File: config.mk
export PLATFORM = sky130hd
export DESIGN_NAME = fpu_add_normalize
export DESIGN_NICKNAME = d
export VERILOG_FILES = /design/src/rtl/fpu_pkg.sv /design/src/rtl/lzc_24.sv /design/src/rtl/fpu_add_normalize.sv
export SDC_FILE = /design/constraint.sdc
export NUM_CORES = 1
export LEC_CHECK = 0
export ABC_AREA = 0
export BUFFER_PORTS_ARGS = -buffer_cell sky130_fd_sc_hd__clkbuf_2
export CAP_MARGIN = 25
export CORE_ASPECT_RATIO = 1.75
export CORE_MARGIN = 1
export CORE_UTILIZATION = 56
export CTS_CLUSTER_SIZE = 28
export DETAILED_ROUTE_END_ITERATION = 10
export PLACE_DENSITY = 0.85
export SLEW_MARGIN = 20
export SYNTH_ARGS = -nofsm -noshare
export SYNTH_HDL_FRONTEND = slang
export SYNTH_HIERARCHICAL = 1
export SYNTH_SLANG_ARGS = --single-unit
File: constraint.sdc
create_clock -name clk -period 3.65 [get_ports clk]
set_clock_uncertainty 0.15 [all_clocks]
set_input_delay 0.73 -clock clk [delete_from_list [all_inputs] [get_ports clk]]
set_output_delay 0.73 -clock clk [all_outputs]
set_load 0.02 [all_outputs]
File: src/rtl/fpu_pkg.sv
// Shared widths, constants and the packed binary32 layout for the FP adder.
package fpu_pkg;

    localparam int EXP_W    = 8;
    localparam int MAN_W    = 23;
    localparam int SUM_W    = MAN_W + 2;   // hidden bit plus carry-out
    localparam int EXP_BIAS = 127;

    localparam logic [EXP_W-1:0] EXP_MAX = 8'hFF;
    localparam logic [31:0]      POS_INF = 32'h7F800000;
    localparam logic [31:0]      QNAN    = 32'h7FC00000;

    typedef struct packed {
        logic             sign;
        logic [EXP_W-1:0] exp;
        logic [MAN_W-1:0] man;
    } fp32_t;

endpackage

File: src/rtl/lzc_24.sv
// Combinational 24-bit leading-zero counter; count is 24 when value is all zero.
module lzc_24 (
    input  logic [23:0] value,
    output logic [4:0]  count
);

    // Scan from LSB upward so the highest set bit writes last and wins.
    // NOTE: count gets a default before the loop so no path leaves it unassigned (no latch).
    always_comb begin
        count = 5'd24;
        for (int i = 0; i < 24; i++) begin
            if (value[i]) count = 5'(23 - i);
        end
    end

endmodule

File: src/rtl/fpu_add_normalize.sv
// Normalize / round / pack stage of the binary32 adder, 2-stage valid/ready pipeline.
// Build option: define FPU_RNE_EN for round-to-nearest-even; otherwise the result is truncated.
module fpu_add_normalize
    import fpu_pkg::*;
(
    input  logic             clk,
    input  logic             rst_n,
    input  logic             in_valid,
    output logic             in_ready,
    input  logic             in_sign,
    input  logic [EXP_W-1:0] in_exp,
    input  logic [SUM_W-1:0] in_sum,
    input  logic [2:0]       in_grs,
    input  logic             in_special,
    input  logic [31:0]      in_special_val,
    output logic             out_valid,
    input  logic             out_ready,
    output logic [31:0]      out_result,
    output logic             out_ovf,
    output logic             out_unf,
    output logic             out_inexact
);

    // ---------------- handshake ----------------
    logic s1_valid, s2_valid;
    logic s1_load, s2_load;

    assign s2_load  = !s2_valid || out_ready;
    assign s1_load  = !s1_valid || s2_load;
    assign in_ready = s1_load;

    // ---------------- stage 1: normalize ----------------
    logic [4:0]       lz;
    logic [4:0]       shift;
    logic [EXP_W-1:0] exp_m1;
    logic [MAN_W+2:0] shifted;        // {sum[23:0], G, R}
    logic [EXP_W:0]   n_exp;          // one extra bit so a carry past 254 is visible
    logic [MAN_W:0]   n_mant;
    logic             n_g, n_r, n_s, n_zero;

    lzc_24 u_lzc (
        .value (in_sum[MAN_W:0]),
        .count (lz)
    );

    assign exp_m1 = in_exp - 8'd1;
    assign n_zero = (in_sum == '0) && (in_grs == 3'b000);

    // Carry-out shifts right once; otherwise shift left by leading zeros, clamped at exponent 1.
    always_comb begin
        shift   = '0;
        shifted = '0;
        n_exp   = {1'b0, in_exp};
        n_mant  = in_sum[MAN_W:0];
        n_g     = in_grs[2];
        n_r     = in_grs[1];
        n_s     = in_grs[0];
        if (in_sum[SUM_W-1]) begin
            n_mant = in_sum[SUM_W-1:1];
            n_g    = in_sum[0];
            n_r    = in_grs[2];
            n_s    = in_grs[1] | in_grs[0];
            n_exp  = {1'b0, in_exp} + 9'd1;
        end else begin
            shift   = ({3'b000, lz} > exp_m1) ? exp_m1[4:0] : lz;
            shifted = {in_sum[MAN_W:0], in_grs[2:1]} << shift;
            n_mant  = shifted[MAN_W+2:2];
            n_g     = shifted[1];
            n_r     = shifted[0];
            n_s     = in_grs[0];
            n_exp   = {1'b0, in_exp} - {4'b0000, shift};
        end
    end

    logic             s1_sign, s1_special, s1_zero;
    logic [31:0]      s1_special_val;
    logic [EXP_W:0]   s1_exp;
    logic [MAN_W:0]   s1_mant;
    logic             s1_g, s1_r, s1_s;

    // Stage-1 register: loads whenever it is empty or its beat moves into stage 2.
    // NOTE: sequential state uses non-blocking assignments so every register samples pre-edge values.
    // NOTE: data registers are reset along with the valids so the outputs read 0 out of reset.
    always_ff @(posedge clk or negedge rst_n) begin
        if (!rst_n) begin
            s1_valid       <= 1'b0;
            s1_sign        <= 1'b0;
            s1_special     <= 1'b0;
            s1_zero        <= 1'b0;
            s1_special_val <= '0;
            s1_exp         <= '0;
            s1_mant        <= '0;
            s1_g           <= 1'b0;
            s1_r           <= 1'b0;
            s1_s           <= 1'b0;
        end else if (s1_load) begin
            s1_valid <= in_valid;
            if (in_valid) begin
                s1_sign        <= in_sign;
                s1_special     <= in_special;
                s1_zero        <= n_zero;
                s1_special_val <= in_special_val;
                s1_exp         <= n_exp;
                s1_mant        <= n_mant;
                s1_g           <= n_g;
                s1_r           <= n_r;
                s1_s           <= n_s;
            end
        end
    end

    // ---------------- stage 2: round and pack ----------------
    logic [MAN_W+1:0] m25;
    logic [MAN_W:0]   mant_r;
    logic [EXP_W:0]   exp_r;
    fp32_t            r_result;
    logic             r_ovf, r_unf, r_inexact;

`ifdef FPU_RNE_EN
    logic round_up;
    assign round_up = s1_g & (s1_r | s1_s | s1_mant[0]);
    assign m25      = {1'b0, s1_mant} + {{(MAN_W+1){1'b0}}, round_up};
`else
    assign m25      = {1'b0, s1_mant};
`endif

    // Renormalize a rounding carry, then choose overflow, subnormal or normal packing.
    always_comb begin
        mant_r    = m25[MAN_W:0];
        exp_r     = s1_exp;
        if (m25[MAN_W+1]) begin
            mant_r = m25[MAN_W+1:1];
            exp_r  = s1_exp + 9'd1;
        end
        r_inexact = s1_g | s1_r | s1_s;
        r_ovf     = 1'b0;
        r_unf     = 1'b0;
        r_result  = '0;
        if (s1_special) begin
            r_result  = s1_special_val;
            r_inexact = 1'b0;
        end else if (s1_zero) begin
            r_result = '0;
        end else if (exp_r >= {1'b0, EXP_MAX}) begin
            r_result = '{sign: s1_sign, exp: EXP_MAX, man: '0};
            r_ovf    = 1'b1;
        end else begin
            // Tininess is judged on the normalized, unrounded mantissa.
            r_unf    = !s1_mant[MAN_W] & r_inexact;
            r_result = '{sign: s1_sign,
                         exp:  mant_r[MAN_W] ? exp_r[EXP_W-1:0] : '0,
                         man:  mant_r[MAN_W-1:0]};
        end
    end

    fp32_t s2_result;
    logic  s2_ovf, s2_unf, s2_inexact;

    // Stage-2 register: holds the packed result stable while the consumer stalls.
    always_ff @(posedge clk or negedge rst_n) begin
        if (!rst_n) begin
            s2_valid   <= 1'b0;
            s2_result  <= '0;
            s2_ovf     <= 1'b0;
            s2_unf     <= 1'b0;
            s2_inexact <= 1'b0;
        end else if (s2_load) begin
            s2_valid <= s1_valid;
            if (s1_valid) begin
                s2_result  <= r_result;
                s2_ovf     <= r_ovf;
                s2_unf     <= r_unf;
                s2_inexact <= r_inexact;
            end
        end
    end

    assign out_valid   = s2_valid;
    assign out_result  = s2_result;
    assign out_ovf     = s2_ovf;
    assign out_unf     = s2_unf;
    assign out_inexact = s2_inexact;

endmodule

== After elaboration in Yosys (flattened, before gate mapping) ==
Cells that the tools add are included.
Word-level totals
  register bits: 108
  output and inout bits: 37
Cells by class
  add/subtract/negate cells: 3
  reductions and logical operators: 10
  order comparisons: 2
  multiplexer cells: 41
  shift operators: 1
  bitwise logic cells: 4
Operators with widths (count)
  $mux 5: 17
  $mux 32: 2
  $mux 4: 8
  $mux 31: 1
  $shl 26x5->26: 1
  $logic_not 25->1: 1
  $mux 24: 1
  $mux 1: 10
  $add 8x1->9 const B: 1
  $ge 9x8->1 const B: 1
  $mux 9: 1
  $sub 8x5->9: 1
  $gt 5x8->1: 1
  $mux 8: 1
  $sub 8x1->8 const B: 1
  $reduce_and 2->1: 2
  $logic_not 1->1: 3
  $logic_not 3->1: 1
  $or 1x1->1: 3
  $logic_or 1x1->1: 2
  $and 1x1->1: 1
  $logic_and 1x1->1: 1

== Logic depth before layout (Yosys ltp) ==
Gate-level depths: netlist (run 1).
  word-level depth: 28
  mapped depth: 27
  mapped depth without buffers: 24

== Cells and area by module ==
Netlist (run 1), hierarchy kept.
By module, submodules not included
  fpu_add_normalize: area each 6485.0 sq um, sequential area each 2702.6 sq um, times used 1, cells an instance 749
  lzc_24: area each 265.3 sq um, sequential area each 0.0 sq um, times used 1, cells an instance 48

== Worst setup path before layout (run 1) ==
OpenSTA, ideal clock, no wires.
  path kind: in2reg
  start point: input in_sum[7]
  end point: register s1_exp[8] (netlist: exp_r[8])
  buffers on the path: 2
  required time: 3.367 ns
  setup slack: -2.443 ns
  arrival time: 5.810 ns
  stages: 24
  setup time: 0.133 ns
  cells stage by stage: or4_1 -> o21ai_1 -> nand3_1 -> a21boi_1 -> ha_1 -> nand4_1 -> o21ai_0 -> maj3_1 -> a21oi_4 -> mux2i_2 -> inv_1 -> buf_2 -> buf_2 -> ha_1 -> nor2b_1 -> fa_1 -> a21o_1 -> a21o_1 -> a21o_1 -> a21oi_1 -> o21bai_1 -> a21oi_1 -> xor2_1 -> o21ai_0
Between the ends
  word-level cells in the longest chain between the ends: 21
Ends and longest elaborated chain
  start: declaration: RTL line fpu_add_normalize.sv:12  | input logic [SUM_W-1:0] in_sum,
  $mux 4 (*): RTL line lzc_24.sv:12  | if (value[i]) count = 5'(23 - i);
  $mux 5 (*) (16 in series): RTL line lzc_24.sv:12
  via lz[2]: RTL line fpu_add_normalize.sv:33  | logic [4:0] lz;
  $gt 5x8->1: RTL line fpu_add_normalize.sv:65  | shift = ({3'b000, lz} > exp_m1) ? exp_m1[4:0] : lz;
  $mux 5 (*): RTL line fpu_add_normalize.sv:65
  $sub 8x5->9 (*): RTL line fpu_add_normalize.sv:71  | n_exp = {1'b0, in_exp} - {4'b0000, shift};
  $mux 9 (*): RTL line fpu_add_normalize.sv:58  | if (in_sum[SUM_W-1]) begin
  end signal: assignment: RTL line fpu_add_normalize.sv:103  | s1_exp <= n_exp;
  end: declaration: RTL line fpu_add_normalize.sv:77  | logic [EXP_W:0] s1_exp;
The timed path passes the listed nets; every way through them passes the cells marked *.
A chain may end at the register's enable or synchronous reset.

== Final worst setup path (run 1) ==
  start point: input in_sum[8]
  end point: register s1_exp[7] (netlist: exp_r[7])
Between the ends
  word-level cells in the longest chain between the ends: 20
Ends and longest elaborated chain (RTL line)
  $mux 5 (*) (16 in series): lzc_24.sv:12
  via lz[0]: fpu_add_normalize.sv:33
  $gt 5x8->1: fpu_add_normalize.sv:65
  $mux 5 (*): fpu_add_normalize.sv:65
  $sub 8x5->9 (*): fpu_add_normalize.sv:71
  $mux 9 (*): fpu_add_normalize.sv:58
Marked as above.

==> reports/results.ini, run 1 <==
[place]
hpwlAfterDp_microns = 16000
place.port_buffers = 110
finalWeightedCongestion = 0.988
total_placed_cells_including_tap_cells = 1140

[clock_tree]
clk_buf_depth = 2
post_cts_hold_buffer_count = 0
clk_latency_ns = 0.35
tritoncts = yes
cts.htree.levels = 3
numClockSinks = 108
cts_root_buf = sky130_fd_sc_hd__clkbuf_16
clk_pin_slew_ns = 0.08
numCtsBuffers = 9

[logic_synthesis]
synth_fp_nets = 887
synth_cell_type_count = 70
seq_area_frac_synth_pct = 40.0
mean_area_per_synthesized_cell_sq_um = 8.47
synthArstFlopShare_pct = 100
yosysTopAreaCell = sky130_fd_sc_hd__dfrtp_1
postSynthRegisterBits = 108
synth_area_sq_mm = 0.00675
postSynthCellCount = 797
synth_top_cell_area_share_pct = 40.0
synth.top_cells.by_area = sky130_fd_sc_hd__dfrtp_1 40%, sky130_fd_sc_hd__nand2_1 9.3%, sky130_fd_sc_hd__mux2i_1 7.4%, sky130_fd_sc_hd__nor2_1 6.0%, sky130_fd_sc_hd__a221oi_1 4.8%
synth_flop_cell = sky130_fd_sc_hd__dfrtp_1
yosys_warnings = 6
synth_edf_count = 0

[die]
floorplan.die_area_sq_mm = 0.0125
core_area_sq_mm = 0.0116
die_h_microns = 147
core.rowCount = 52
floorplan.die.width_microns = 85.0
io_pins = 111
floorplan.initialDensity_pct = 58.0

[critical_path]
crit_type = in2reg
logic_depth_of_the_worst_register_to_register_path = 5
start_kind = input port
path_max_fanout = 5
worst-endpoint-arrival_ns = 5.25
critical_path.endpoint_type = register
worst_ep_required_time_ns = 3.72

[sta]
maxSlewViolCount = 0
worst-slew-pin-transition_ns = 0.742
finalCritPeriodShare_pct = 142
fin_crit_ns = 5.18
maximum_frequency_from_static_timing_analysis_mhz = 193
setup_violations = 35
timing.final.ws_setup_ns = -1.53
rsz_0062_raised_after_global_routing = yes
worst_slew_margin_rel_pct = 50.6
finalHoldViolations = 0

[pwr]
intPower_mw = 2.70
seq_power_share_pct = 38.4
p_sw_share_pct = 35.2
switchingPower_mw = 1.47
comb_power_share_pct = 37.1
power_per_cell_area_mw_per_mm2 = 427
p_clk_share_pct = 24.5
finalPower_mw = 4.17
p_leak_nw = 4.61
power.ir.vdd_worst_v = 0.000273

[grt]
antenna_found_initial = 0
wire_length_of_the_first_global_routing_pass_microns = 36200
first_global_vias = 7272
gr-total-overflow = 0
largest_net_degree_at_the_start_of_global_routing = 60
gr-usage-all-layers_pct = 37.1

[finish]
final_net_count = 1135
n_antenna_cell = 0
final_layout_size_suffix_gt1_share_pct = 39.4
final_cells = 1185
syn_to_final_growth_pct = 44.6

[run_status]
outcome = finished, violations left
violated_checks = negative setup slack

[drt]
wl_per_cell_microns = 21.6
postRouteAntennaNets = 0
detailroute.via_count = 7732
drt_drc_violations_left = 0
routed_wirelength_microns = 25600
initialDrtViolationCount = 884
drt_first_pass_iters = 6
route.detailed.vias_per_inst = 6.52

[run]
drv.max_cap_violation_count = 0

[min_path]
worstHoldPathType = in2async

[layout by cell type, fill, tap and decap left out, types with 12 or more instances in the layout]
master / Yosys / final
sky130_fd_sc_hd__nand2_1: 168 / 165
sky130_fd_sc_hd__buf_4: 1 / 154
sky130_fd_sc_hd__dfrtp_1: 108 / 108
sky130_fd_sc_hd__nor2_1: 108 / 106
sky130_fd_sc_hd__clkbuf_2: 0 / 104
sky130_fd_sc_hd__a221oi_1: 37 / 28
sky130_fd_sc_hd__mux2i_1: 50 / 24
sky130_fd_sc_hd__a21oi_1: 29 / 23
sky130_fd_sc_hd__mux2i_4: 1 / 20
sky130_fd_sc_hd__o21ai_0: 34 / 20
sky130_fd_sc_hd__buf_6: 4 / 19
sky130_fd_sc_hd__nand3_1: 16 / 15
sky130_fd_sc_hd__o21ai_1: 4 / 14
sky130_fd_sc_hd__inv_1: 14 / 13
sky130_fd_sc_hd__nand4_1: 12 / 12
[critical path, stage by stage]
cell	delay [ns]
sky130_fd_sc_hd__buf_2	0.14
sky130_fd_sc_hd__or3_4	0.36
sky130_fd_sc_hd__o211ai_1	0.31
sky130_fd_sc_hd__o211ai_1	0.19
sky130_fd_sc_hd__inv_1	0.10
sky130_fd_sc_hd__ha_1	0.23
sky130_fd_sc_hd__nand4_1	0.11
sky130_fd_sc_hd__o21ai_1	0.07
sky130_fd_sc_hd__maj3_2	0.33
sky130_fd_sc_hd__a21oi_4	0.27
sky130_fd_sc_hd__mux2i_4	0.30
sky130_fd_sc_hd__inv_2	0.08
sky130_fd_sc_hd__ha_4	0.26
sky130_fd_sc_hd__nor2b_4	0.18
sky130_fd_sc_hd__buf_6	0.12
sky130_fd_sc_hd__ha_4	0.19
sky130_fd_sc_hd__a21o_1	0.18
sky130_fd_sc_hd__a21o_1	0.19
sky130_fd_sc_hd__a21o_1	0.22
sky130_fd_sc_hd__a21oi_4	0.14
sky130_fd_sc_hd__o21bai_1	0.09
sky130_fd_sc_hd__a21oi_2	0.14
sky130_fd_sc_hd__xor2_1	0.19
sky130_fd_sc_hd__o21ai_1	0.10
[power by group through the flow]
stage	clock network, mW	logic (mW)	registers [mW]
6_report	1.02	1.55	1.60
5_1_grt	1.06	1.64	1.62
4_1_cts	1.02	1.36	1.59
3_5_place_dp	0	1.25	1.61
3_3_place_gp	0	1.22	1.60
2_1_floorplan	0	0.612	1.70
[logic make-up (layout without fill, tap and decap cells)]
group / Yosys count / in the layout / synth area share (%)
buffers and inverters: 65 / 318 / 4.23
AO/OA/AOI/OAI: 176 / 176 / 18.7
XOR/XNOR: 11 / 11 / 1.43
multiplexers: 60 / 60 / 9.29
AND/OR/NAND/NOR: 360 / 360 / 23.1
flip-flops: 108 / 108 / 40.0
adder cells (fa/ha/maj): 17 / 17 / 3.23
[sequential cells by signal (all words and copies together) (netlist names)]
register        count
out_result         32
out_inexact         1
s1_zero             1
out_unf             1
s1_sign             1
s1_g                1
s1_r                1
s1_special          1
out_ovf             1
exp_r               9
s1_valid            1
out_valid           1
mant_r             24
s1_special_val     32
s1_s                1
[synthesized netlist by cell type, drive strengths merged, types with 6 or more instances]
cell    count
nor2      109
nand4      12
ha         15
mux2        8
nand3      16
nand2     168
nand3b      7
clkbuf     34
o21bai      7
nor3        8
a21o        8
xnor2       9
mux2i      52
a221oi     37
o21ai      38
a21oi      31
nand2b      7
dfrtp     108
inv        16
buf        14
o22a        6
nor4       14
[area by class of cell]
class	instances	area, sq um
Clock buffer	12	236
Clock inverter	4	73.8
Fill cell	616	1880
Inverter	17	63.8
Multi-Input combinational cell	624	4480
Sequential cell	108	2700
Tap cell	135	169
Timing Repair Buffer	285	2040
[routing by layer]
layer  GRT usage [%]  vias up  wire length (microns)
met5               0        -                      0
li1                -     3356                      -
met2            66.0      580                  12700
met4            21.1        0                   1960
met3            4.04      163                   2060
met1            42.7     3633                   8880
[path summary, 6_finish.rpt]
path	start	slack [ns]	to
setup reg to reg	s1_valid	1.59	mant_r[21]
hold / removal	rst_n	0.29	exp_r[8]
hold reg to reg	s1_special_val[14]	0.33	s1_special_val[14]
max in group asynchronous	rst_n	2.31	out_result[12]
setup / recovery	in_sum[8]	-1.53	exp_r[7]
min in group clk	s1_special_val[14]	0.33	s1_special_val[14]
[what timing repair did]
action                                  in CTS  in global routing
endpoints found under the setup margin      35                 35
pin swaps                                   15                 33
resized for setup                           56                 96
gates cloned                                 1                  1
setup buffers                               13                 17
[per-stage QoR]
step	hold WS, ns	worst slack (ns)	utilization (%)	TNS (ns)	instance area (sq um)
final	0.285	-1.53	83.8	-33.89	9760
after global routing	0.354	-1.66	83.8	-37.41	9760
after CTS	0.309	-1.33	78.8	-27.41	9180
after detailed placement	0.313	-1.77	72.7	-45.03	8470
after global placement	0.308	-1.66	72.7	-43.26	8470
after floorplan	0.284	-1.84	-	-28.40	6870
Note: power is estimated with default switching activity, not from simulation.
==> inputs of run 2 (changes only) <==
--- a/config.mk
+++ b/config.mk
@@ -10,10 +10,10 @@
 export CAP_MARGIN = 25
 export CORE_ASPECT_RATIO = 1.75
 export CORE_MARGIN = 1
-export CORE_UTILIZATION = 56
+export CORE_UTILIZATION = 52
 export CTS_CLUSTER_SIZE = 28
 export DETAILED_ROUTE_END_ITERATION = 10
-export PLACE_DENSITY = 0.85
+export PLACE_DENSITY = 0.83
 export SLEW_MARGIN = 20
 export SYNTH_ARGS = -nofsm -noshare
 export SYNTH_HDL_FRONTEND = slang
==> constraint.sdc (replaced) <==
create_clock -name clk -period 4.45 [get_ports clk]
set_clock_uncertainty 0.15 [all_clocks]
set_input_delay 0.89 -clock clk [delete_from_list [all_inputs] [get_ports clk]]
set_output_delay 0.89 -clock clk [all_outputs]
set_load 0.02 [all_outputs]
==> run 2 against run 1 <==
  * The flow still finishes with violations (negative setup slack)
  * Critical path depth unchanged
  * Clock-buffer cell count down 3
  * Die area up 7.5%
  * Wire length down 12%
  * Combinational power down 25%
  * Core utilization down 8.8 points
  * Largest power group unchanged
  * Non-clock buffer count down 17
==> reports/results.ini, run 2 (same netlist as run 1, synthesis figures left out) <==
[run_status]
outcome = finished, violations left
violated_checks = negative setup slack

[sta]
maximum_frequency_from_static_timing_analysis_mhz = 192
finalHoldViolations = 0
worst_slew_margin_rel_pct = 41.2
maxSlewViolCount = 0
setup_total_negative_slack_ns = -9.96
fin_worst_hold_slack_ns = 0.329
rsz_0062_raised_after_global_routing = yes
finalCritPeriodShare_pct = 117
setup_violations = 32
timing.final.ws_setup_ns = -0.758
fin_crit_ns = 5.21
worst-slew-pin-transition_ns = 0.882

[die]
core.rowCount = 54
floorplan.die.width_microns = 88.1
io_pins = 111
floorplan.die_area_sq_mm = 0.0135
core_area_sq_mm = 0.0126
die_h_microns = 153
floorplan.initialDensity_pct = 53.7

[clock_tree]
numCtsBuffers = 9
cts_root_buf = sky130_fd_sc_hd__clkbuf_16
post_cts_hold_buffer_count = 0
tritoncts = yes
numClockSinks = 108
clk_buf_depth = 2
cts.htree.levels = 3
clk_latency_ns = 0.35
clk_pin_slew_ns = 0.07

[grt]
largest_net_degree_at_the_start_of_global_routing = 75
wire_length_of_the_first_global_routing_pass_microns = 34000
antenna_found_initial = 1
first_global_vias = 6981
gr-total-overflow = 0
gr-usage-all-layers_pct = 32.9

[drt]
initialDrtViolationCount = 603
routed_wirelength_microns = 22500
drt_first_pass_iters = 6
drt_drc_violations_left = 0
detailroute.via_count = 7272
wl_per_cell_microns = 18.7
postRouteAntennaNets = 0
route.detailed.vias_per_inst = 6.05

[critical_path]
critical_path.endpoint_type = register
start_kind = input port
crit_type = in2reg
path_max_fanout = 3
worst-endpoint-arrival_ns = 5.29
worst_ep_required_time_ns = 4.53

[finish]
layout.cells.most_common_list = 167 x sky130_fd_sc_hd__nand2_1, 146 x sky130_fd_sc_hd__buf_4, 108 x sky130_fd_sc_hd__dfrtp_1
final_net_count = 1118
final_layout_size_suffix_gt1_share_pct = 36.6
syn_to_final_growth_pct = 39.6
mostFrequentLayoutCell = sky130_fd_sc_hd__nand2_1

[min_path]
worstHoldPathType = reg2reg

[pwr]
power_per_cell_area_mw_per_mm2 = 352
p_leak_nw = 4.46
finalPower_mw = 3.32
power.ir.vdd_worst_v = 0.000169

[place]
finalWeightedCongestion = 0.961
place.port_buffers = 110
hpwlAfterDp_microns = 15700
preCtsSetupSlack_ns = -1.14

[run]
drv.max_cap_violation_count = 0

-- run 2: cell types whose count changed in the layout (fill, tap and decap cells not counted), moves of 3 or more --
cell,before,now
sky130_fd_sc_hd__o21ai_0,20,25
sky130_fd_sc_hd__buf_6,19,9
sky130_fd_sc_hd__mux2i_4,20,11
sky130_fd_sc_hd__buf_4,154,146
sky130_fd_sc_hd__clkbuf_2,104,107
sky130_fd_sc_hd__mux2i_2,8,11
sky130_fd_sc_hd__o21ai_1,14,10
sky130_fd_sc_hd__mux2i_1,24,30
sky130_fd_sc_hd__clkbuf_1,3,0
-- run 2: area by class of cell --
cell class / count / area (sq um)
Antenna cell: 1 / 2.50
Clock buffer: 9 / 225
Sequential cell: 108 / 2700
Multi-Input combinational cell: 624 / 4270
Fill cell: 906 / 3140
Inverter: 17 / 63.8
Tap cell: 168 / 210
Timing Repair Buffer: 268 / 1850
Clock inverter: 7 / 98.8
-- run 2: metal layers --
metal  up-vias  part of all wire (%)  global-route usage (%)
met4         0                   6.9                    17.1
met5         -                     0                       0
met1      3469                    36                    37.8
met3       112                   6.1                    4.60
met2       374                    51                    57.7
li1       3317                     -                       -
-- run 2: metrics by stage --
stage	utilization, %	area, sq um	cells
global placement	67.0	8410	1163
CTS	71.2	8940	1188
finish	75.0	9420	1202
detailed placement	67.0	8410	1163
floorplan	-	6860	797
global route	75.0	9420	1201
-- run 2: power by group --
group	switching (mW)	total [mW]	internal, mW	leakage [nW]
clock network	0.355	0.852	0.497	0.156
registers	0.130	1.30	1.17	1.28
logic	0.666	1.16	0.497	3.02
total	1.15	3.32	2.17	4.46
-- run 2: timing repair --
item | 4_1_cts | 5_1_grt
setup endpoints to repair | 31 | 34
setup buffers | 10 | 15
pin swaps | 8 | 39
cloned | 0 | 2
hold endpoints to repair | 0 | 0
gates resized for setup | 31 | 65
-- run 2: final timing paths --
path / start / endpoint / slack, ns / depth (start not counted)
max: in_sum[6] / exp_r[8] / -0.76 / 24
min: s1_special_val[11] / s1_special_val[11] / 0.33 / 2
max reg2reg: s1_valid / mant_r[21] / 2.17 / 5
min reg2reg: s1_special_val[11] / s1_special_val[11] / 0.33 / 2
max in group asynchronous: rst_n / mant_r[13] / 2.84 / 2
min in group asynchronous: rst_n / exp_r[5] / 0.50 / 1
-- run 2: critical path: stages --
cell and delay (ns):
sky130_fd_sc_hd__buf_6 0.10, sky130_fd_sc_hd__buf_6 0.10, sky130_fd_sc_hd__or3_1 0.38, sky130_fd_sc_hd__o211ai_1 0.28, sky130_fd_sc_hd__o211ai_1 0.17, sky130_fd_sc_hd__inv_1 0.11
sky130_fd_sc_hd__ha_1 0.23, sky130_fd_sc_hd__nand4_1 0.08, sky130_fd_sc_hd__o21ai_1 0.09, sky130_fd_sc_hd__maj3_2 0.35, sky130_fd_sc_hd__a21oi_4 0.26, sky130_fd_sc_hd__mux2i_4 0.29
sky130_fd_sc_hd__inv_2 0.08, sky130_fd_sc_hd__ha_4 0.23, sky130_fd_sc_hd__nor2b_4 0.14, sky130_fd_sc_hd__fa_2 0.37, sky130_fd_sc_hd__a21o_1 0.17, sky130_fd_sc_hd__a21o_1 0.19
sky130_fd_sc_hd__a21o_1 0.17, sky130_fd_sc_hd__a21oi_2 0.14, sky130_fd_sc_hd__o21bai_1 0.10, sky130_fd_sc_hd__a21oi_2 0.15, sky130_fd_sc_hd__xor2_1 0.15, sky130_fd_sc_hd__o21ai_1 0.07
